<file path="src/rtl/isa_pkg.sv">
// Symbolic ISA definitions shared by the instruction encoder and decoder:
// operation enum, opcode/subop constants and operand register ranges.
package isa_pkg;

    typedef enum logic [4:0] {
        OP_AND  = 5'd0,
        OP_SLT  = 5'd1,
        OP_OR   = 5'd2,
        OP_BEQ  = 5'd3,
        OP_LW   = 5'd4,
        OP_SW   = 5'd5,
        OP_INC  = 5'd6,
        OP_NOT  = 5'd7,
        OP_ADD  = 5'd8,
        OP_ADDI = 5'd9,
        OP_SUB  = 5'd10,
        OP_TR   = 5'd11,
        OP_JR   = 5'd12,
        OP_SRL  = 5'd13,
        OP_SRA  = 5'd14,
        OP_SLL  = 5'd15,
        OP_HALT = 5'd16
    } op_e;

    // 3-bit major opcodes, word bits [8:6]
    localparam logic [2:0] OPC_ALU   = 3'b000;
    localparam logic [2:0] OPC_MEM   = 3'b001;
    localparam logic [2:0] OPC_ADD   = 3'b010;
    localparam logic [2:0] OPC_ADDI  = 3'b011;
    localparam logic [2:0] OPC_SUB   = 3'b100;
    localparam logic [2:0] OPC_TR    = 3'b101;
    localparam logic [2:0] OPC_JR    = 3'b110;
    localparam logic [2:0] OPC_SHIFT = 3'b111;

    // 2-bit subops, word bits [1:0] of the shared-opcode groups
    localparam logic [1:0] SUB_AND  = 2'b00;
    localparam logic [1:0] SUB_SLT  = 2'b01;
    localparam logic [1:0] SUB_OR   = 2'b10;
    localparam logic [1:0] SUB_BEQ  = 2'b11;
    localparam logic [1:0] SUB_LW   = 2'b00;
    localparam logic [1:0] SUB_SW   = 2'b01;
    localparam logic [1:0] SUB_INC  = 2'b10;
    localparam logic [1:0] SUB_NOT  = 2'b11;
    localparam logic [1:0] SUB_SRL  = 2'b00;
    localparam logic [1:0] SUB_SRA  = 2'b01;
    localparam logic [1:0] SUB_SLL  = 2'b10;
    localparam logic [1:0] SUB_HALT = 2'b11;

    // Register banks of four, selected by register number bits [3:2]
    localparam logic [1:0] BANK_R0_R3  = 2'b00;
    localparam logic [1:0] BANK_R4_R7  = 2'b01;
    localparam logic [1:0] BANK_R8_R11 = 2'b10;

    // TR uses offset windows that straddle banks
    localparam logic [3:0] TR_RD_LO = 4'd1;
    localparam logic [3:0] TR_RD_HI = 4'd8;
    localparam logic [3:0] TR_RS_LO = 4'd5;
    localparam logic [3:0] TR_RS_HI = 4'd12;

endpackage

</file>
<file path="src/rtl/instr_encoder_if.sv">
// Symbolic-instruction input and encoded-word output handshakes of the encoder.
interface instr_encoder_if #(
    parameter int ADDR_W = 8
);
    logic              in_valid;
    logic              in_ready;
    logic [4:0]        in_op;
    logic [3:0]        in_rs;
    logic [3:0]        in_rt;
    logic [3:0]        in_rd;
    logic [5:0]        in_imm;
    logic              out_valid;
    logic              out_ready;
    logic [8:0]        out_instr;
    logic [ADDR_W-1:0] out_addr;

    modport master (
        output in_valid, in_op, in_rs, in_rt, in_rd, in_imm, out_ready,
        input  in_ready, out_valid, out_instr, out_addr
    );

    modport slave (
        input  in_valid, in_op, in_rs, in_rt, in_rd, in_imm, out_ready,
        output in_ready, out_valid, out_instr, out_addr
    );
endinterface

</file>
<file path="src/rtl/instr_field_pack.sv">
// Combinational packer: symbolic instruction -> 9-bit machine word plus a
// legality flag covering both the op code and every operand range.
module instr_field_pack
    import isa_pkg::*;
(
    input  logic [4:0] op,
    input  logic [3:0] rs,
    input  logic [3:0] rt,
    input  logic [3:0] rd,
    input  logic [5:0] imm,
    output logic [8:0] instr,
    output logic       legal
);
    logic [2:0] opcode;
    logic [1:0] subop;
    logic [5:0] field;
    logic       operands_ok;
    logic [2:0] tr_rd_off;
    logic [2:0] tr_rs_off;

    assign tr_rd_off = 3'(rd - TR_RD_LO);
    assign tr_rs_off = 3'(rs - TR_RS_LO);

    always_comb begin
        opcode = OPC_ALU;
        subop  = SUB_AND;
        case (op)
            OP_AND:  subop = SUB_AND;
            OP_SLT:  subop = SUB_SLT;
            OP_OR:   subop = SUB_OR;
            OP_BEQ:  subop = SUB_BEQ;
            OP_LW:   begin opcode = OPC_MEM;   subop = SUB_LW;   end
            OP_SW:   begin opcode = OPC_MEM;   subop = SUB_SW;   end
            OP_INC:  begin opcode = OPC_MEM;   subop = SUB_INC;  end
            OP_NOT:  begin opcode = OPC_MEM;   subop = SUB_NOT;  end
            OP_ADD:  opcode = OPC_ADD;
            OP_ADDI: opcode = OPC_ADDI;
            OP_SUB:  opcode = OPC_SUB;
            OP_TR:   opcode = OPC_TR;
            OP_JR:   opcode = OPC_JR;
            OP_SRL:  begin opcode = OPC_SHIFT; subop = SUB_SRL;  end
            OP_SRA:  begin opcode = OPC_SHIFT; subop = SUB_SRA;  end
            OP_SLL:  begin opcode = OPC_SHIFT; subop = SUB_SLL;  end
            OP_HALT: begin opcode = OPC_SHIFT; subop = SUB_HALT; end
            default: ;
        endcase
    end

    // Within a bank the bias subtraction (e.g. rs-4, rd-8) is just the low two bits.
    always_comb begin
        field       = '0;
        operands_ok = 1'b1;
        case (op)
            OP_AND, OP_SLT, OP_OR, OP_SW, OP_SRL, OP_SRA, OP_SLL: begin
                field       = {rs[1:0], rt[1:0], subop};
                operands_ok = (rs[3:2] == BANK_R4_R7) && (rt[3:2] == BANK_R0_R3);
            end
            OP_BEQ: begin
                field       = {rs[1:0], rt[1:0], subop};
                operands_ok = (rs[3:2] == BANK_R0_R3) && (rt[3:2] == BANK_R8_R11);
            end
            OP_LW: begin
                field       = {rs[1:0], rd[1:0], subop};
                operands_ok = (rs[3:2] == BANK_R4_R7) && (rd[3:2] == BANK_R0_R3);
            end
            OP_INC, OP_NOT: field = {rs, subop};
            OP_ADD, OP_SUB: begin
                field       = {rs[1:0], rt[1:0], rd[1:0]};
                operands_ok = (rs[3:2] == BANK_R4_R7) && (rt[3:2] == BANK_R0_R3)
                              && (rd[3:2] == BANK_R8_R11);
            end
            OP_ADDI: begin
                field       = {rd[1:0], rs[1:0], imm[1:0]};
                operands_ok = (rd[3:2] == BANK_R8_R11) && (rs[3:2] == BANK_R0_R3)
                              && (imm[5:2] == 4'b0000);
            end
            OP_TR: begin
                field       = {tr_rd_off, tr_rs_off};
                operands_ok = (rd >= TR_RD_LO) && (rd <= TR_RD_HI)
                              && (rs >= TR_RS_LO) && (rs <= TR_RS_HI);
            end
            OP_JR:   field = imm;
            OP_HALT: field = {4'b0000, subop};
            default: operands_ok = 1'b0;
        endcase
    end

    assign legal = operands_ok;
    assign instr = legal ? {opcode, field} : 9'd0;

endmodule

</file>
<file path="src/rtl/instr_encoder.sv">
// Program loader: encodes a stream of symbolic instructions into machine
// words with sequential program addresses and sticky error reporting.
module instr_encoder
    import isa_pkg::*;
#(
    parameter int ADDR_W = 8
) (
    input  logic              clk,
    input  logic              reset,
    input  logic              start,
    instr_encoder_if.slave    bus,
    output logic              done,
    output logic              err,
    output logic [ADDR_W-1:0] err_addr
);
    localparam logic [1:0] ST_IDLE = 2'd0;
    localparam logic [1:0] ST_LOAD = 2'd1;
    localparam logic [1:0] ST_DONE = 2'd2;

    logic [1:0]        state_reg, state_next;
    logic [ADDR_W-1:0] addr_reg, addr_next;
    logic              out_valid_reg, out_valid_next;
    logic [8:0]        out_instr_reg, out_instr_next;
    logic [ADDR_W-1:0] out_addr_reg, out_addr_next;
    logic              err_reg, err_next;
    logic [ADDR_W-1:0] err_addr_reg, err_addr_next;

    logic [8:0] packed_instr;
    logic       packed_legal;
    logic       accept;

    instr_field_pack u_pack (
        .op    (bus.in_op),
        .rs    (bus.in_rs),
        .rt    (bus.in_rt),
        .rd    (bus.in_rd),
        .imm   (bus.in_imm),
        .instr (packed_instr),
        .legal (packed_legal)
    );

    assign bus.in_ready = (state_reg == ST_LOAD) && (!out_valid_reg || bus.out_ready);
    // start takes precedence over a simultaneous input transfer
    assign accept = bus.in_valid && bus.in_ready && !start;

    always_comb begin
        state_next     = state_reg;
        addr_next      = addr_reg;
        out_valid_next = out_valid_reg;
        out_instr_next = out_instr_reg;
        out_addr_next  = out_addr_reg;
        err_next       = err_reg;
        err_addr_next  = err_addr_reg;

        if (out_valid_reg && bus.out_ready) begin
            out_valid_next = 1'b0;
        end

        if (start) begin
            state_next    = ST_LOAD;
            addr_next     = '0;
            err_next      = 1'b0;
            err_addr_next = '0;
        end else if (accept) begin
            if (!packed_legal) begin
                err_next = 1'b1;
                if (!err_reg) err_addr_next = addr_reg;
            end else begin
                out_valid_next = 1'b1;
                out_instr_next = packed_instr;
                out_addr_next  = addr_reg;
                if (bus.in_op == OP_HALT) begin
                    state_next = ST_DONE;
                end else if (&addr_reg) begin
                    // program space exhausted without a HALT
                    state_next = ST_DONE;
                    err_next   = 1'b1;
                    if (!err_reg) err_addr_next = addr_reg;
                end else begin
                    addr_next = addr_reg + ADDR_W'(1);
                end
            end
        end
    end

    always_ff @(posedge clk) begin
        if (reset) begin
            state_reg     <= ST_IDLE;
            addr_reg      <= '0;
            out_valid_reg <= 1'b0;
            out_instr_reg <= '0;
            out_addr_reg  <= '0;
            err_reg       <= 1'b0;
            err_addr_reg  <= '0;
        end else begin
            state_reg     <= state_next;
            addr_reg      <= addr_next;
            out_valid_reg <= out_valid_next;
            out_instr_reg <= out_instr_next;
            out_addr_reg  <= out_addr_next;
            err_reg       <= err_next;
            err_addr_reg  <= err_addr_next;
        end
    end

    assign bus.out_valid = out_valid_reg;
    assign bus.out_instr = out_instr_reg;
    assign bus.out_addr  = out_addr_reg;
    assign done          = (state_reg == ST_DONE);
    assign err           = err_reg;
    assign err_addr      = err_addr_reg;

endmodule

</file>
<file path="src/flat_wrapper.sv">
// flat-port wrapper written by rule: the top's interface ports become plain ports
module instr_encoder_flat import isa_pkg::*;
#(
    parameter int ADDR_W = 8
)
  (clk, reset, start, done, err, err_addr, bus_in_valid, bus_in_op, bus_in_rs, bus_in_rt, bus_in_rd, bus_in_imm, bus_out_ready, bus_in_ready, bus_out_valid, bus_out_instr, bus_out_addr);
  instr_encoder_if #(.ADDR_W(ADDR_W)) bus_i ();
  input  logic clk;
  input  logic reset;
  input  logic start;
  output logic done;
  output logic err;
  output logic [ADDR_W-1:0] err_addr;
  input wire logic [$bits(bus_i.in_valid)-1:0] bus_in_valid;
  input wire logic [$bits(bus_i.in_op)-1:0] bus_in_op;
  input wire logic [$bits(bus_i.in_rs)-1:0] bus_in_rs;
  input wire logic [$bits(bus_i.in_rt)-1:0] bus_in_rt;
  input wire logic [$bits(bus_i.in_rd)-1:0] bus_in_rd;
  input wire logic [$bits(bus_i.in_imm)-1:0] bus_in_imm;
  input wire logic [$bits(bus_i.out_ready)-1:0] bus_out_ready;
  output wire logic [$bits(bus_i.in_ready)-1:0] bus_in_ready;
  output wire logic [$bits(bus_i.out_valid)-1:0] bus_out_valid;
  output wire logic [$bits(bus_i.out_instr)-1:0] bus_out_instr;
  output wire logic [$bits(bus_i.out_addr)-1:0] bus_out_addr;
  assign bus_i.in_valid = bus_in_valid;
  assign bus_i.in_op = bus_in_op;
  assign bus_i.in_rs = bus_in_rs;
  assign bus_i.in_rt = bus_in_rt;
  assign bus_i.in_rd = bus_in_rd;
  assign bus_i.in_imm = bus_in_imm;
  assign bus_i.out_ready = bus_out_ready;
  assign bus_in_ready = bus_i.in_ready;
  assign bus_out_valid = bus_i.out_valid;
  assign bus_out_instr = bus_i.out_instr;
  assign bus_out_addr = bus_i.out_addr;
  instr_encoder #(.ADDR_W(ADDR_W)) u_core (.clk(clk), .reset(reset), .start(start), .bus(bus_i), .done(done), .err(err), .err_addr(err_addr));
endmodule
</file>
<file path="config.mk">
export PLATFORM = sky130hd
export DESIGN_NAME = instr_encoder_flat
export DESIGN_NICKNAME = d
export VERILOG_FILES = /design/src/rtl/isa_pkg.sv /design/src/rtl/instr_encoder_if.sv /design/src/rtl/instr_field_pack.sv /design/src/rtl/instr_encoder.sv /design/src/flat_wrapper.sv
export SDC_FILE = /design/constraint.sdc
export NUM_CORES = 1
export LEC_CHECK = 0
export CORE_ASPECT_RATIO = 0.8
export CORE_MARGIN = 1.5
export CORE_UTILIZATION = 45
export CTS_CLUSTER_SIZE = 8
export DETAILED_ROUTE_END_ITERATION = 8
export DONT_BUFFER_PORTS = 1
export PLACE_DENSITY = 0.7
export SYNTH_ARGS = -nofsm -noshare
export SYNTH_HDL_FRONTEND = slang
export SYNTH_SLANG_ARGS = --single-unit
</file>
<file path="constraint.sdc">
create_clock -name clk -period 2.4 [get_ports clk]
set_clock_uncertainty 0.15 [all_clocks]
set_input_delay 0.48 -clock clk [delete_from_list [all_inputs] [get_ports clk]]
set_output_delay 0.48 -clock clk [all_outputs]
set_load 0.05 [all_outputs]
</file>
==> impl_metrics.yaml <==
run_status:
  status: "finished, final reports clean"
clock_tree:
  cts_setup_buffers: 0
  insertion_delay_ps: 280
  clockBufferDepth: 2
  clock-sinks: 37
  cts-root-buf: "clkbuf_8"
  cts_tree: "done"
  htreeDepth: 2
  holdBufCountCts: 0
  path_clk_slew_ps: 70
  cts_resized: 0
  cts_buffers: 5
synthesis:
  netlist_area_mm2: 0.00220
  synth-seq-area-share_pct: 33.7
  yosys_warnings: 0
  yosys-top-cells-area: "dfxtp_1 (34%), mux2i_1 (10%), nand2_1 (5.1%), nor2_1 (3.8%), a21oi_1 (3.6%)"
  synth_cell_types: 56
  synth_edf_count: 0
  synth_top_cell_by_area: "dfxtp_1"
  synth_ff_type: "dfxtp_1"
  syn_inst: 262
  synth_top_area_share_pct: 33.7
  avgSynthCellArea_um2: 8.40
  syn_nets: 296
  synthArstFlopShare_pct: 0
  synth_seq_cells: 37
detailed_routing:
  met1_length_mm: 2.63
  top_layer: "met4"
  num_vias: 2018
  wl_met3_um: 536
  drc_errors: 0
  wl_met2_mm: 2.18
  drt_iter0_drc: 164
  routed_wl_mm: 5.36
  routed_via_density: 6.02
  drt-wirelength-per-cell_um: 16.0
  postRouteAntennaNets: 0
  firstDrtPassIters: 5
place:
  postPlaceCellArea_mm2: 0.00239
  io_buffers: 0
  dp.cells: 327
  hpwl_mm: 4.06
  place_ws_ps: -113
  routabilityCongestion: 0.879
sta:
  slew_headroom_pct: 59.6
  hold_viol_final: 0
  worst_pin_slew_ps: 606
  finalCritPeriodShare_pct: 94.1
  drv_slew: 0
  fmax_ghz: 0.443
  min_period_ps: 2260
  tns_ps: 0
  rsz0062_at_grt: "false"
  finalSetupViolCount: 0
  timing.final.ws_setup_ps: 142
critical_path:
  crit_slowest_cell: "or3b_2"
  slowest_delay_ps: 550
  regToRegSetupSlack_ps: 140
  required_ps: 2410
  cp_cell_sequence: "and3_1, nand3_1, or3b_2, a211o_1, mux2i_1"
  critPathTopFamily: "simple AND/OR/NAND/NOR gates"
  cp-endpoint: "u_core.err_addr[4]"
  cp-startpoint: "u_core.addr_reg[4]"
  path_max_fanout: 6
  arrival_ps: 2270
  rr_endpoint: "u_core.err_addr[4]"
  start_kind: "flip-flop"
  crit_buf_inv: 0
  r2r_cells: 5
  worstReg2RegStart: "u_core.addr_reg[4]"
  end_kind: "flip-flop"
  path_depth: 5
  crit_type: "reg -> reg"
final_layout:
  layout-drive-gt1-share_pct: 11.3
  design_area_mm2: 0.00247
  syn2layout_area_growth_pct: 12.2
  nets: 308
  final_cell_mix: "dfxtp_1 (37), nand2_1 (30), mux2i_1 (23)"
  diodes: 0
  largest_reg_flops: 9
  final_common_cell: "dfxtp_1"
  fin_cells: 335
pwr:
  power_density_mw_per_mm2: 471
  p_leak_nw: 0.997
  ir_worst_vdd_v: 0.000283
die:
  core_mm2: 0.00465
  rows: 22
  pin_count: 57
  start_util_pct: 47.3
  die_height_um: 65.6
  die_w_um: 81.2
  die-area_mm2: 0.00532
job:
  maxCapViolations: 0
worst_hold_path:
  holdCritPathClass: "in -> reg"
global_routing:
  grt_overflow: 0
  antenna_found_initial: 0
  grt_max_degree: 22
  grt_pass1_wl_mm: 8.37
  grt_pass1_vias: 1712
  grt_usage_pct: 20.3
[how the worst min path moves through the flow]
stage                                   to  cells past startpoint                 from
floorplan              u_core.state_reg[0]                      2  u_core.state_reg[0]
global placement       u_core.state_reg[0]                      2  u_core.state_reg[0]
detailed placement     u_core.state_reg[0]                      2  u_core.state_reg[0]
CTS                   u_core.bus.out_valid                      1                reset
global route        u_core.bus.out_addr[1]                      1                reset
finish              u_core.bus.out_addr[1]                      1                reset
[synthesized netlist by cell type, drive strengths merged (6+ instances only)]
master and instances:
o21ai 6, nand2b 9, inv 9, nand2 30
o31ai 6, mux2i 23, clkbuf 10, a21oi 16
ha 6, dfxtp 37, nor2 22
[final cells by class]
class,count,area [um^2]
Inverter,9,33.8
Timing Repair Buffer,20,175
Clock buffer,8,80.1
Tap cell,60,75.1
Sequential cell,37,741
Multi-Input combinational cell,201,1360
Fill cell,453,2180
[metrics by stage]
step | power (mW) | hold slack (ps) | utilization, %
after floorplan | 0.760 | 301 | -
after global placement | 0.773 | 317 | 51.3
after detailed placement | 0.773 | 324 | 51.3
after CTS | 1.17 | 107 | 53.1
after global routing | 1.21 | 98.6 | 53.1
final | 1.16 | 114 | 53.1
[cells by family (layout without fill, tap and decap cells)]
logic type | Yosys count | after routing | share of synthesized area [%]
buffers and inverters | 24 | 37 | 4.78
adder cells (fa/ha/maj) | 6 | 6 | 3.41
AO/OA/AOI/OAI | 61 | 61 | 19.4
AND/OR/NAND/NOR | 108 | 108 | 27.1
XOR/XNOR | 3 | 3 | 1.19
flip-flops | 37 | 37 | 33.7
multiplexers | 23 | 23 | 10.5
[metal layers]
| layer | GRT usage, % | up-vias |
|---|---|---|
| met3 | 6.53 | 2 |
| met5 | 0 | - |
| met2 | 27.0 | 93 |
| li1 | - | 986 |
| met1 | 31.7 | 937 |
| met4 | 2.80 | 0 |
[where the power goes]
group,switching [mW],internal (mW)
sequential,0.0106,0.618
combinational,0.0694,0.0633
clock,0.196,0.206
(Power assumes the default switching activity.)
